### src/rtl/display7seg_pkg.sv
// ============================================================================
// display7seg_pkg : shared constants, phase type and BCD-to-segment lookup
// Revision 1.0
// ============================================================================
`default_nettype none

package display7seg_pkg;

    localparam int BCD_W = 4;

    // Active-low segment patterns, bit order {g,f,e,d,c,b,a}
    localparam logic [6:0] SEG_0   = 7'b1000000;
    localparam logic [6:0] SEG_1   = 7'b1111001;
    localparam logic [6:0] SEG_2   = 7'b0100100;
    localparam logic [6:0] SEG_3   = 7'b0110000;
    localparam logic [6:0] SEG_4   = 7'b0011001;
    localparam logic [6:0] SEG_5   = 7'b0010010;
    localparam logic [6:0] SEG_6   = 7'b0000010;
    localparam logic [6:0] SEG_7   = 7'b1111000;
    localparam logic [6:0] SEG_8   = 7'b0000000;
    localparam logic [6:0] SEG_9   = 7'b0010000;
    localparam logic [6:0] SEG_OFF = 7'b1111111;

    typedef enum logic {
        PH_VISIBLE = 1'b0,
        PH_OFF     = 1'b1
    } phase_e;

    function automatic logic [6:0] bcd_to_seg(input logic [BCD_W-1:0] bcd);
        logic [6:0] seg;
        case (bcd)
            4'd0:    seg = SEG_0;
            4'd1:    seg = SEG_1;
            4'd2:    seg = SEG_2;
            4'd3:    seg = SEG_3;
            4'd4:    seg = SEG_4;
            4'd5:    seg = SEG_5;
            4'd6:    seg = SEG_6;
            4'd7:    seg = SEG_7;
            4'd8:    seg = SEG_8;
            4'd9:    seg = SEG_9;
            default: seg = SEG_OFF;
        endcase
        return seg;
    endfunction

endpackage

`default_nettype wire

### src/rtl/display7seg_mux_if.sv
// ============================================================================
// display7seg_mux_if : controller-to-display bundle (value/strobes in, pins out)
// Revision 1.0
// ============================================================================
`default_nettype none

interface display7seg_mux_if #(
    parameter int DIGITS = 4
);
    import display7seg_pkg::*;

    logic [BCD_W*DIGITS-1:0] value;
    logic                    load;
    logic [DIGITS-1:0]       blank_mask;
    logic                    blink_en;
    logic [6:0]              seg;
    logic [DIGITS-1:0]       an;
    logic                    frame_done;

    modport master (
        output value, load, blank_mask, blink_en,
        input  seg, an, frame_done
    );

    modport slave (
        input  value, load, blank_mask, blink_en,
        output seg, an, frame_done
    );

endinterface

`default_nettype wire

### src/rtl/seg7_decode.sv
// ============================================================================
// seg7_decode : combinational BCD digit to active-low segment pattern
// Revision 1.0
// ============================================================================
`default_nettype none

module seg7_decode
    import display7seg_pkg::*;
(
    input  wire logic [BCD_W-1:0] digit_i,
    output logic      [6:0]       seg_o
);

    assign seg_o = bcd_to_seg(digit_i);

endmodule

`default_nettype wire

### src/rtl/display7seg_mux.sv
// ============================================================================
// display7seg_mux : time-multiplexed 7-segment scanner with tear-free shadow,
//                   leading-zero blanking, per-digit mask and whole-display blink
// Revision 1.0
// ============================================================================
`default_nettype none

module display7seg_mux
    import display7seg_pkg::*;
#(
    parameter int DIGITS       = 4,
    parameter int SCAN_DIV     = 50000,
    parameter int BLINK_FRAMES = 64,
    parameter int LZ_BLANK     = 1
) (
    input  wire logic         clk,
    input  wire logic         reset,
    display7seg_mux_if.slave  bus
);

    localparam int VAL_W  = BCD_W * DIGITS;
    localparam int CNT_W  = $clog2(SCAN_DIV);
    localparam int IDX_W  = (DIGITS > 1) ? $clog2(DIGITS) : 1;
    localparam int FCNT_W = (BLINK_FRAMES > 1) ? $clog2(BLINK_FRAMES) : 1;

    localparam logic [CNT_W-1:0]  CNT_LAST  = CNT_W'(SCAN_DIV - 1);
    localparam logic [IDX_W-1:0]  IDX_LAST  = IDX_W'(DIGITS - 1);
    localparam logic [FCNT_W-1:0] FCNT_LAST = FCNT_W'(BLINK_FRAMES - 1);

    // ------------------------------------------------------------------
    // State
    // ------------------------------------------------------------------
    logic [CNT_W-1:0]  cnt_q,       cnt_d;
    logic [IDX_W-1:0]  idx_q,       idx_d;
    logic [VAL_W-1:0]  pending_q,   pending_d;
    logic              pend_q,      pend_d;
    logic [VAL_W-1:0]  shadow_q,    shadow_d;
    logic [FCNT_W-1:0] fcnt_q,      fcnt_d;
    phase_e            phase_q,     phase_d;
    logic              frame_end_q;
    logic [6:0]        seg_q,       seg_d;
    logic [DIGITS-1:0] an_q,        an_d;
    logic              frame_done_q;

    logic              w_slot_end;
    logic              w_frame_end;
    logic [BCD_W-1:0]  w_digit;
    logic [6:0]        w_dec_seg;
    logic [DIGITS-1:0] w_lz_dark;
    logic              w_zero_above;
    logic              w_lz_sel;
    logic              w_mask_sel;
    logic              w_dark;

    assign w_slot_end  = (cnt_q == CNT_LAST);
    assign w_frame_end = w_slot_end && (idx_q == IDX_LAST);

    // ------------------------------------------------------------------
    // Slot counter and digit index
    // ------------------------------------------------------------------
    always_comb begin : p_scan
        cnt_d = cnt_q;
        idx_d = idx_q;
        if (w_slot_end) begin
            cnt_d = '0;
            if (idx_q == IDX_LAST) begin
                idx_d = '0;
            end else begin
                idx_d = idx_q + 1'b1;
            end
        end else begin
            cnt_d = cnt_q + 1'b1;
        end
    end

    // ------------------------------------------------------------------
    // Pending / shadow transfer; a load on the boundary cycle bypasses pending
    // ------------------------------------------------------------------
    always_comb begin : p_shadow
        pending_d = pending_q;
        pend_d    = pend_q;
        shadow_d  = shadow_q;
        if (bus.load) begin
            pending_d = bus.value;
            pend_d    = 1'b1;
        end
        if (w_frame_end) begin
            if (bus.load) begin
                shadow_d = bus.value;
                pend_d   = 1'b0;
            end else if (pend_q) begin
                shadow_d = pending_q;
                pend_d   = 1'b0;
            end
        end
    end

    // ------------------------------------------------------------------
    // Blink phase: counts frames regardless of blink_en
    // ------------------------------------------------------------------
    always_comb begin : p_blink
        fcnt_d  = fcnt_q;
        phase_d = phase_q;
        if (w_frame_end) begin
            if (fcnt_q == FCNT_LAST) begin
                fcnt_d  = '0;
                phase_d = (phase_q == PH_VISIBLE) ? PH_OFF : PH_VISIBLE;
            end else begin
                fcnt_d = fcnt_q + 1'b1;
            end
        end
    end

    // ------------------------------------------------------------------
    // Leading-zero detection, walking down from the most significant digit
    // ------------------------------------------------------------------
    always_comb begin : p_lz
        w_lz_dark    = '0;
        w_zero_above = 1'b1;
        for (int i = DIGITS - 1; i >= 1; i--) begin
            w_zero_above = w_zero_above && (shadow_q[i*BCD_W +: BCD_W] == '0);
            w_lz_dark[i] = (LZ_BLANK != 0) && w_zero_above;
        end
    end

    // ------------------------------------------------------------------
    // Per-slot selection of digit, blanking flags and anode
    // ------------------------------------------------------------------
    always_comb begin : p_select
        w_digit    = '0;
        w_lz_sel   = 1'b0;
        w_mask_sel = 1'b0;
        an_d       = '1;
        for (int i = 0; i < DIGITS; i++) begin
            if (idx_q == IDX_W'(i)) begin
                w_digit    = shadow_q[i*BCD_W +: BCD_W];
                w_lz_sel   = w_lz_dark[i];
                w_mask_sel = bus.blank_mask[i];
                an_d[i]    = 1'b0;
            end
        end
    end

    seg7_decode u_decode (
        .digit_i (w_digit),
        .seg_o   (w_dec_seg)
    );

    always_comb begin : p_seg
        w_dark = w_lz_sel || w_mask_sel || (bus.blink_en && (phase_q == PH_OFF));
        seg_d  = w_dark ? SEG_OFF : w_dec_seg;
    end

    // ------------------------------------------------------------------
    // Registers
    // ------------------------------------------------------------------
    always_ff @(posedge clk) begin
        if (reset) begin
            cnt_q        <= '0;
            idx_q        <= '0;
            pending_q    <= '0;
            pend_q       <= 1'b0;
            shadow_q     <= '0;
            fcnt_q       <= '0;
            phase_q      <= PH_VISIBLE;
            frame_end_q  <= 1'b0;
            seg_q        <= SEG_OFF;
            an_q         <= '1;
            frame_done_q <= 1'b0;
        end else begin
            cnt_q        <= cnt_d;
            idx_q        <= idx_d;
            pending_q    <= pending_d;
            pend_q       <= pend_d;
            shadow_q     <= shadow_d;
            fcnt_q       <= fcnt_d;
            phase_q      <= phase_d;
            // Delayed once so the pulse lines up with digit 0's first output cycle
            frame_end_q  <= w_frame_end;
            seg_q        <= seg_d;
            an_q         <= an_d;
            frame_done_q <= frame_end_q;
        end
    end

    assign bus.seg        = seg_q;
    assign bus.an         = an_q;
    assign bus.frame_done = frame_done_q;

endmodule

`default_nettype wire

### src/flat_wrapper.sv
// flat-port wrapper written by rule: the top's interface ports become plain ports
module display7seg_mux_flat import display7seg_pkg::*;
#(
    parameter int DIGITS       = 4,
    parameter int SCAN_DIV     = 50000,
    parameter int BLINK_FRAMES = 64,
    parameter int LZ_BLANK     = 1
)
  (clk, reset, bus_value, bus_load, bus_blank_mask, bus_blink_en, bus_seg, bus_an, bus_frame_done);
  display7seg_mux_if #(.DIGITS(DIGITS)) bus_i ();
  input  wire logic clk;
  input  wire logic reset;
  input wire logic [$bits(bus_i.value)-1:0] bus_value;
  input wire logic [$bits(bus_i.load)-1:0] bus_load;
  input wire logic [$bits(bus_i.blank_mask)-1:0] bus_blank_mask;
  input wire logic [$bits(bus_i.blink_en)-1:0] bus_blink_en;
  output wire logic [$bits(bus_i.seg)-1:0] bus_seg;
  output wire logic [$bits(bus_i.an)-1:0] bus_an;
  output wire logic [$bits(bus_i.frame_done)-1:0] bus_frame_done;
  assign bus_i.value = bus_value;
  assign bus_i.load = bus_load;
  assign bus_i.blank_mask = bus_blank_mask;
  assign bus_i.blink_en = bus_blink_en;
  assign bus_seg = bus_i.seg;
  assign bus_an = bus_i.an;
  assign bus_frame_done = bus_i.frame_done;
  display7seg_mux #(.DIGITS(DIGITS), .SCAN_DIV(SCAN_DIV), .BLINK_FRAMES(BLINK_FRAMES), .LZ_BLANK(LZ_BLANK)) u_core (.clk(clk), .reset(reset), .bus(bus_i));
endmodule
### config.mk
export PLATFORM = sky130hd
export DESIGN_NAME = display7seg_mux_flat
export DESIGN_NICKNAME = d
export VERILOG_FILES = /design/src/rtl/display7seg_pkg.sv /design/src/rtl/display7seg_mux_if.sv /design/src/rtl/seg7_decode.sv /design/src/rtl/display7seg_mux.sv /design/src/flat_wrapper.sv
export SDC_FILE = /design/constraint.sdc
export NUM_CORES = 1
export LEC_CHECK = 0
export CAP_MARGIN = 20
export CORE_MARGIN = 2
export CORE_UTILIZATION = 25
export CTS_BUF_LIST = sky130_fd_sc_hd__clkbuf_4
export DETAILED_ROUTE_END_ITERATION = 12
export HOLD_SLACK_MARGIN = 0.1
export PLACE_DENSITY = 0.43
export SETUP_SLACK_MARGIN = 0.05
export SLEW_MARGIN = 40
export SYNTH_ARGS = -nofsm -noshare
export SYNTH_HDL_FRONTEND = slang
export SYNTH_HIERARCHICAL = 1
export SYNTH_SLANG_ARGS = --single-unit
### constraint.sdc
create_clock -name clk -period 3.3 [get_ports clk]
set_clock_uncertainty 0.05 [all_clocks]
set_input_delay 0.66 -clock clk [delete_from_list [all_inputs] [get_ports clk]]
set_output_delay 0.66 -clock clk [all_outputs]
set_load 0.03 [all_outputs]
; After elaboration in Yosys (flattened, before gate mapping)
; Memories as Yosys holds them, arrays and structs flattened. A register that Yosys moved wholly into a read port is not among the register bits.
; Index checks and enable logic that the tools add are counted.
[classes]
addsub = 3
n_eq_ne = 5
muxes = 24
n_reduce_logical = 15
[op_table]
columns = cell, n
row1 = $mux W16, 2
row2 = $add A16 B1 Y16 const B, 1
row3 = $eq A16 B16 Y1 const B, 1
row4 = $mux W1, 16
row5 = $mux W4, 4
row6 = $logic_not A4 Y1, 3
row7 = $add A6 B1 Y6 const B, 1
row8 = $eq A6 B6 Y1 const B, 1
row9 = $mux W6, 1
row10 = $eq A2 B2 Y1 const B, 2
row11 = $logic_and A1 B1 Y1, 4
row12 = $reduce_and A2 Y1, 2
row13 = $reduce_or A2 Y1, 2
row14 = $add A2 B1 Y2 const B, 1
row15 = $eq A2 B1 Y1 const B, 1
row16 = $logic_not A2 Y1, 1
row17 = $logic_or A1 B1 Y1, 2
row18 = $mux W2, 1
row19 = $reduce_bool A2 Y1, 1
[totals]
register_bits = 64
mem_bits_ro = 112
in_bits = 24
word_cells = 58
memories = 1
[mem_list]
columns = name, depth, word_bits, rd, rd_clocked_by_memory_dff, write_ports, line
row1 = (no name shown), 16, 7, 1, 1, 0, display7seg_pkg.sv:31  ; case (bcd)

; Depth between registers and ports, before layout
[logic_depth]
depth_word = 9
mapped_depth = 13
ltp_nobuf = 12

; By module
; The synthesis kept the hierarchy.
[by_module_without_submodules]
columns = module, instances, cells_each, area_per_inst_um2, seq_area_each_um2
row1 = display7seg_mux, 1, 305, 3036.7, 1421.4
row2 = seg7_decode, 1, 33, 210.2, 0.0

; Least setup slack after synthesis
; No wires, ideal clock.
[synth_timing]
path_kind = register -> register
start = reg u_core.idx_q[0]
end = reg u_core.seg_q[1] (netlist: u_core/bus.seg[1])
t_arrival_ns = 2.130
t_required_ns = 3.111
path_slack_ns = 0.981
stages_incl_launch_ff = 12
path_buffers = 1
period_less_slack_ns = 2.319
path_cell_list = dfxtp_1 -> ha_1 -> clkbuf_1 -> and3b_1 -> a21oi_1 -> o21ai_0 -> mux2_2 -> inv_1 -> ha_1 -> o21ai_0 -> o21ai_0 -> nand3b_1
[synth_between]
elab_cells_between_ends = 18
[synth_rtl]
columns = element, line
row1 = from (decl), display7seg_mux.sv:34  ; logic [IDX_W-1:0] idx_q, idx_d;
row2 = from (signal assigned), display7seg_mux.sv:172  ; idx_q <= idx_d;
row3 = $logic_not A2 Y1, display7seg_mux.sv:135  ; if (idx_q == IDX_W'(i)) begin
row4 = $mux W4 (3 in a row), display7seg_mux.sv:135
row5 = $mux W4 (*), display7seg_mux.sv:135
row6 = named net u_core.w_digit[1], display7seg_mux.sv:47  ; logic [BCD_W-1:0] w_digit;
row7 = to (decl), display7seg_mux.sv:41  ; logic [6:0] seg_q, seg_d;
; The timed path passes the listed nets; every way through them passes the cells marked *.
; A chain may end at the register's enable or synchronous reset.

; Worst setup path in the final report
[layout_timing]
start = reg u_core.idx_q[1]
end = reg u_core.seg_q[3] (netlist: u_core/bus.seg[3])
; Same word-level chain as after synthesis.

==> results.sh <==
export IMPL_yosys_warnings=6
export IMPL_p_leak_uw=0.00151
export IMPL_grt_max_degree=30
export IMPL_cts_htree_levels=3
export IMPL_first_pass_iters=4
export IMPL_final_hold_violation_count=0
export IMPL_hold_path_class="register to register"
export IMPL_setup_ws_ps=614
export IMPL_fill_cells=1375
export IMPL_slowest_delay_ps=390
export IMPL_synth_cell_types=38
export IMPL_drv_cap=0
export IMPL_grt_pass1_wl_mm=11.2
export IMPL_drc=0
export IMPL_synthFlopType="dfxtp_1"
export IMPL_syn_area_mm2=0.00325
export IMPL_required_ps=3530
export IMPL_ir_worst_vdd_mv=0.131
export IMPL_die_h_um=118
export IMPL_grt_usage_pct=10.1
export IMPL_hold_buffers=0
export IMPL_rsz0062_at_grt="false"
export IMPL_slew_viol_final=0
export IMPL_gp_congestion=0.723
export IMPL_outcome="finished, final reports clean"
export IMPL_synth_edf_count=0
export IMPL_critPathTopFamily="simple AND/OR/NAND/NOR gates"
export IMPL_crit_path_max_fanout=12
export IMPL_numClockSinks=71
export IMPL_root_buffer="clkbuf_4"
export IMPL_layout_drive_gt1_share_pct=11.0
export IMPL_yosysSeqAreaShare_pct=43.8
export IMPL_holdWs_ps=404
export IMPL_setup_viol=0
export IMPL_crit_type="register to register"
export IMPL_finalCriticalPeriod_ps=2690
export IMPL_synthCells=338
export IMPL_initial_core_util_pct=25.6
export IMPL_routed_via_density=4.28
export IMPL_grt_overflow=0
export IMPL_post_cts_resize_count=0
export IMPL_num_vias=2342
export IMPL_synthesis_nets=373
export IMPL_worstSkewPairLatency_ps=410
export IMPL_crit_arrival_ps=2910
export IMPL_place_ws_ps=672
export IMPL_die_area_mm2=0.0139
export IMPL_timing_final_crit_share_pct=81.4
export IMPL_fmax_mhz=372
export IMPL_fin_nets=404
export IMPL_antenna_left=0
export IMPL_drt_total_wl_mm=6.53
export IMPL_portBuffers=35
export IMPL_power_density_mw_per_mm2=392
export IMPL_critPathBufInv=2
export IMPL_synth_seq_cells=71
export IMPL_slew_headroom_pct=55.0
export IMPL_finalSetupTns_ps=0
export IMPL_fp_row_count=41
export IMPL_finalNonFillerCells=547
export IMPL_core_area_mm2=0.0127
export IMPL_clock_path_buffers=2
export IMPL_fp_dieW_um=118
export IMPL_drt_wirelength_per_cell_um=11.9
export IMPL_dp_cells=530
export IMPL_async_reset_ff_share_pct=0
export IMPL_cts_buffers=9
export IMPL_clk_pin_slew_worst_paths_ps=110
export IMPL_critPathSlowestCell="dfxtp_1"
export IMPL_start_kind="register"
export IMPL_post_cts_setup_buffers=0
export IMPL_area_growth_pct=18.7
export IMPL_p_total_uw=1510
export IMPL_end_kind="register"
export IMPL_grt_antenna_before_repair=1
export IMPL_dp_hpwl_mm=4.57
export IMPL_grt_pass1_vias=2268
export IMPL_worstPathCellList="inv_1 -> ha_1 -> and3b_1 -> a21oi_1 -> o21ai_0 -> mux2_2 -> inv_1 -> ha_1 -> or2_1 -> a21oi_2 -> a31oi_1 -> nand3b_1"
export IMPL_cts_tree="yes"
export IMPL_worst_pin_slew_ps=674
export IMPL_avgSynthCellArea_um2=9.61
export IMPL_ioPinCount=36
export IMPL_drtIter0Drc=93
## cells by family (layout without fill, tap and decap cells)
family / after synthesis / count (layout) / share of synthesized area, %
multiplexers: 38 / 38 / 13.6
flip-flops: 71 / 71 / 43.8
adder cells (fa/ha/maj): 11 / 11 / 4.24
AND/OR/NAND/NOR: 137 / 137 / 23.8
XOR/XNOR: 14 / 14 / 3.78
other: 0 / 1 / 0
buffers and inverters: 28 / 64 / 4.32
AO/OA/AOI/OAI: 39 / 39 / 6.47
## sequential cells by signal (all words and copies together) (netlist names)
register	flops
u_core/bus.an	4
u_core/pending_q	16
u_core/phase_q	1
u_core/fcnt_q	6
u_core/frame_end_q	1
u_core/bus.seg	7
u_core/cnt_q	16
u_core/bus.frame_done	1
u_core/pend_q	1
u_core/idx_q	2
u_core/shadow_q	16
## layout by cell type (no fill, tap or decap), types with 8 or more instances in the layout
| master | synthesis | routed |
|---|---|---|
| dfxtp_1 | 71 | 71 |
| nor2b_1 | 17 | 17 |
| clkdlybuf4s50_1 | 0 | 34 |
| inv_1 | 11 | 11 |
| clkbuf_4 | 0 | 10 |
| nand2_1 | 13 | 13 |
| mux2_2 | 10 | 10 |
| mux2i_1 | 18 | 18 |
| ha_1 | 11 | 11 |
| o21ai_0 | 17 | 17 |
| mux2_4 | 10 | 10 |
| nand2b_1 | 8 | 8 |
| nand3_1 | 8 | 8 |
| a21oi_1 | 17 | 17 |
| nor4_1 | 8 | 8 |
| nor2_1 | 44 | 44 |
| xnor2_1 | 13 | 13 |
## report_power, final
| group | total, µW | internal, µW | switching, µW |
|---|---|---|---|
| clock | 526 | 230 | 296 |
| combinational | 100 | 51.3 | 49.2 |
| sequential | 884 | 877 | 6.98 |
| total | 1510 | 1160 | 352 |
## Yosys cell counts, types with 2 or more instances
master,number,area (µm²)
xnor2_1,13,114
mux2_2,10,113
clkbuf_1,9,33.8
nand3b_1,7,52.6
and3_1,4,25.0
nand4_1,4,25.0
or3_1,3,18.8
nand4b_1,2,17.5
inv_1,11,41.3
nand2b_1,8,50.1
buf_2,4,20.0
nand3_1,8,40.0
a31oi_1,2,12.5
a21oi_1,17,85.1
nor2b_1,17,106
o21ai_0,17,85.1
mux2i_1,18,180
and4bb_2,2,25.0
ha_1,11,138
and4_1,3,26.3
nor2_1,44,165
nand2_1,13,48.8
dfxtp_1,71,1420
nor4_1,8,50.1
mux2_4,10,150
and3b_1,4,35.0
or2_1,2,12.5
buf_6,4,45.0
nor3_1,3,15.0
## metal layers
layer,global-route usage (%),part of all wire (%)
met5,0,0
met4,5.20,1.9
met2,14.7,43
met3,2.91,3.6
met1,13.6,52
## layout make-up
type	instances	area [µm²]	share of cell area (%)
Multi-Input combinational cell	239	1690	43.7
Antenna cell	1	2.50	0.0650
Clock buffer	10	75.1	1.95
Tap cell	172	215	5.59
Timing Repair Buffer	37	360	9.35
Clock inverter	6	51.3	1.33
Inverter	11	41.3	1.07
Sequential cell	71	1420	36.9
## stage by stage
stage	util [%]	instance area, µm²
6_report	30.4	3850
5_1_grt	30.4	3850
4_1_cts	30.4	3850
3_5_place_dp	29.4	3720
3_3_place_gp	29.4	3720
2_1_floorplan	-	3250
## worst reg2reg max path, delay by kind of cell, from the launching register on
kind	cells	cell delay (ps)
AOI/OAI and AO/OA	4	510
buffers and inverters	2	190
muxes	1	290
DFF	1	390
adders and majority gates	2	500
and+or+nand+nor	3	640
## final timing paths
path / from / endpoint / slack [ps] / depth (start not counted)
hold reg to reg: u_core/frame_end_q / u_core/bus.frame_done / 400 / 1
setup / recovery: u_core/idx_q[1] / u_core/bus.seg[3] / 610 / 12
setup reg to reg: u_core/idx_q[1] / u_core/bus.seg[3] / 610 / 12
hold / removal: u_core/frame_end_q / u_core/bus.frame_done / 400 / 1
Power figures use the tool's default switching activity.
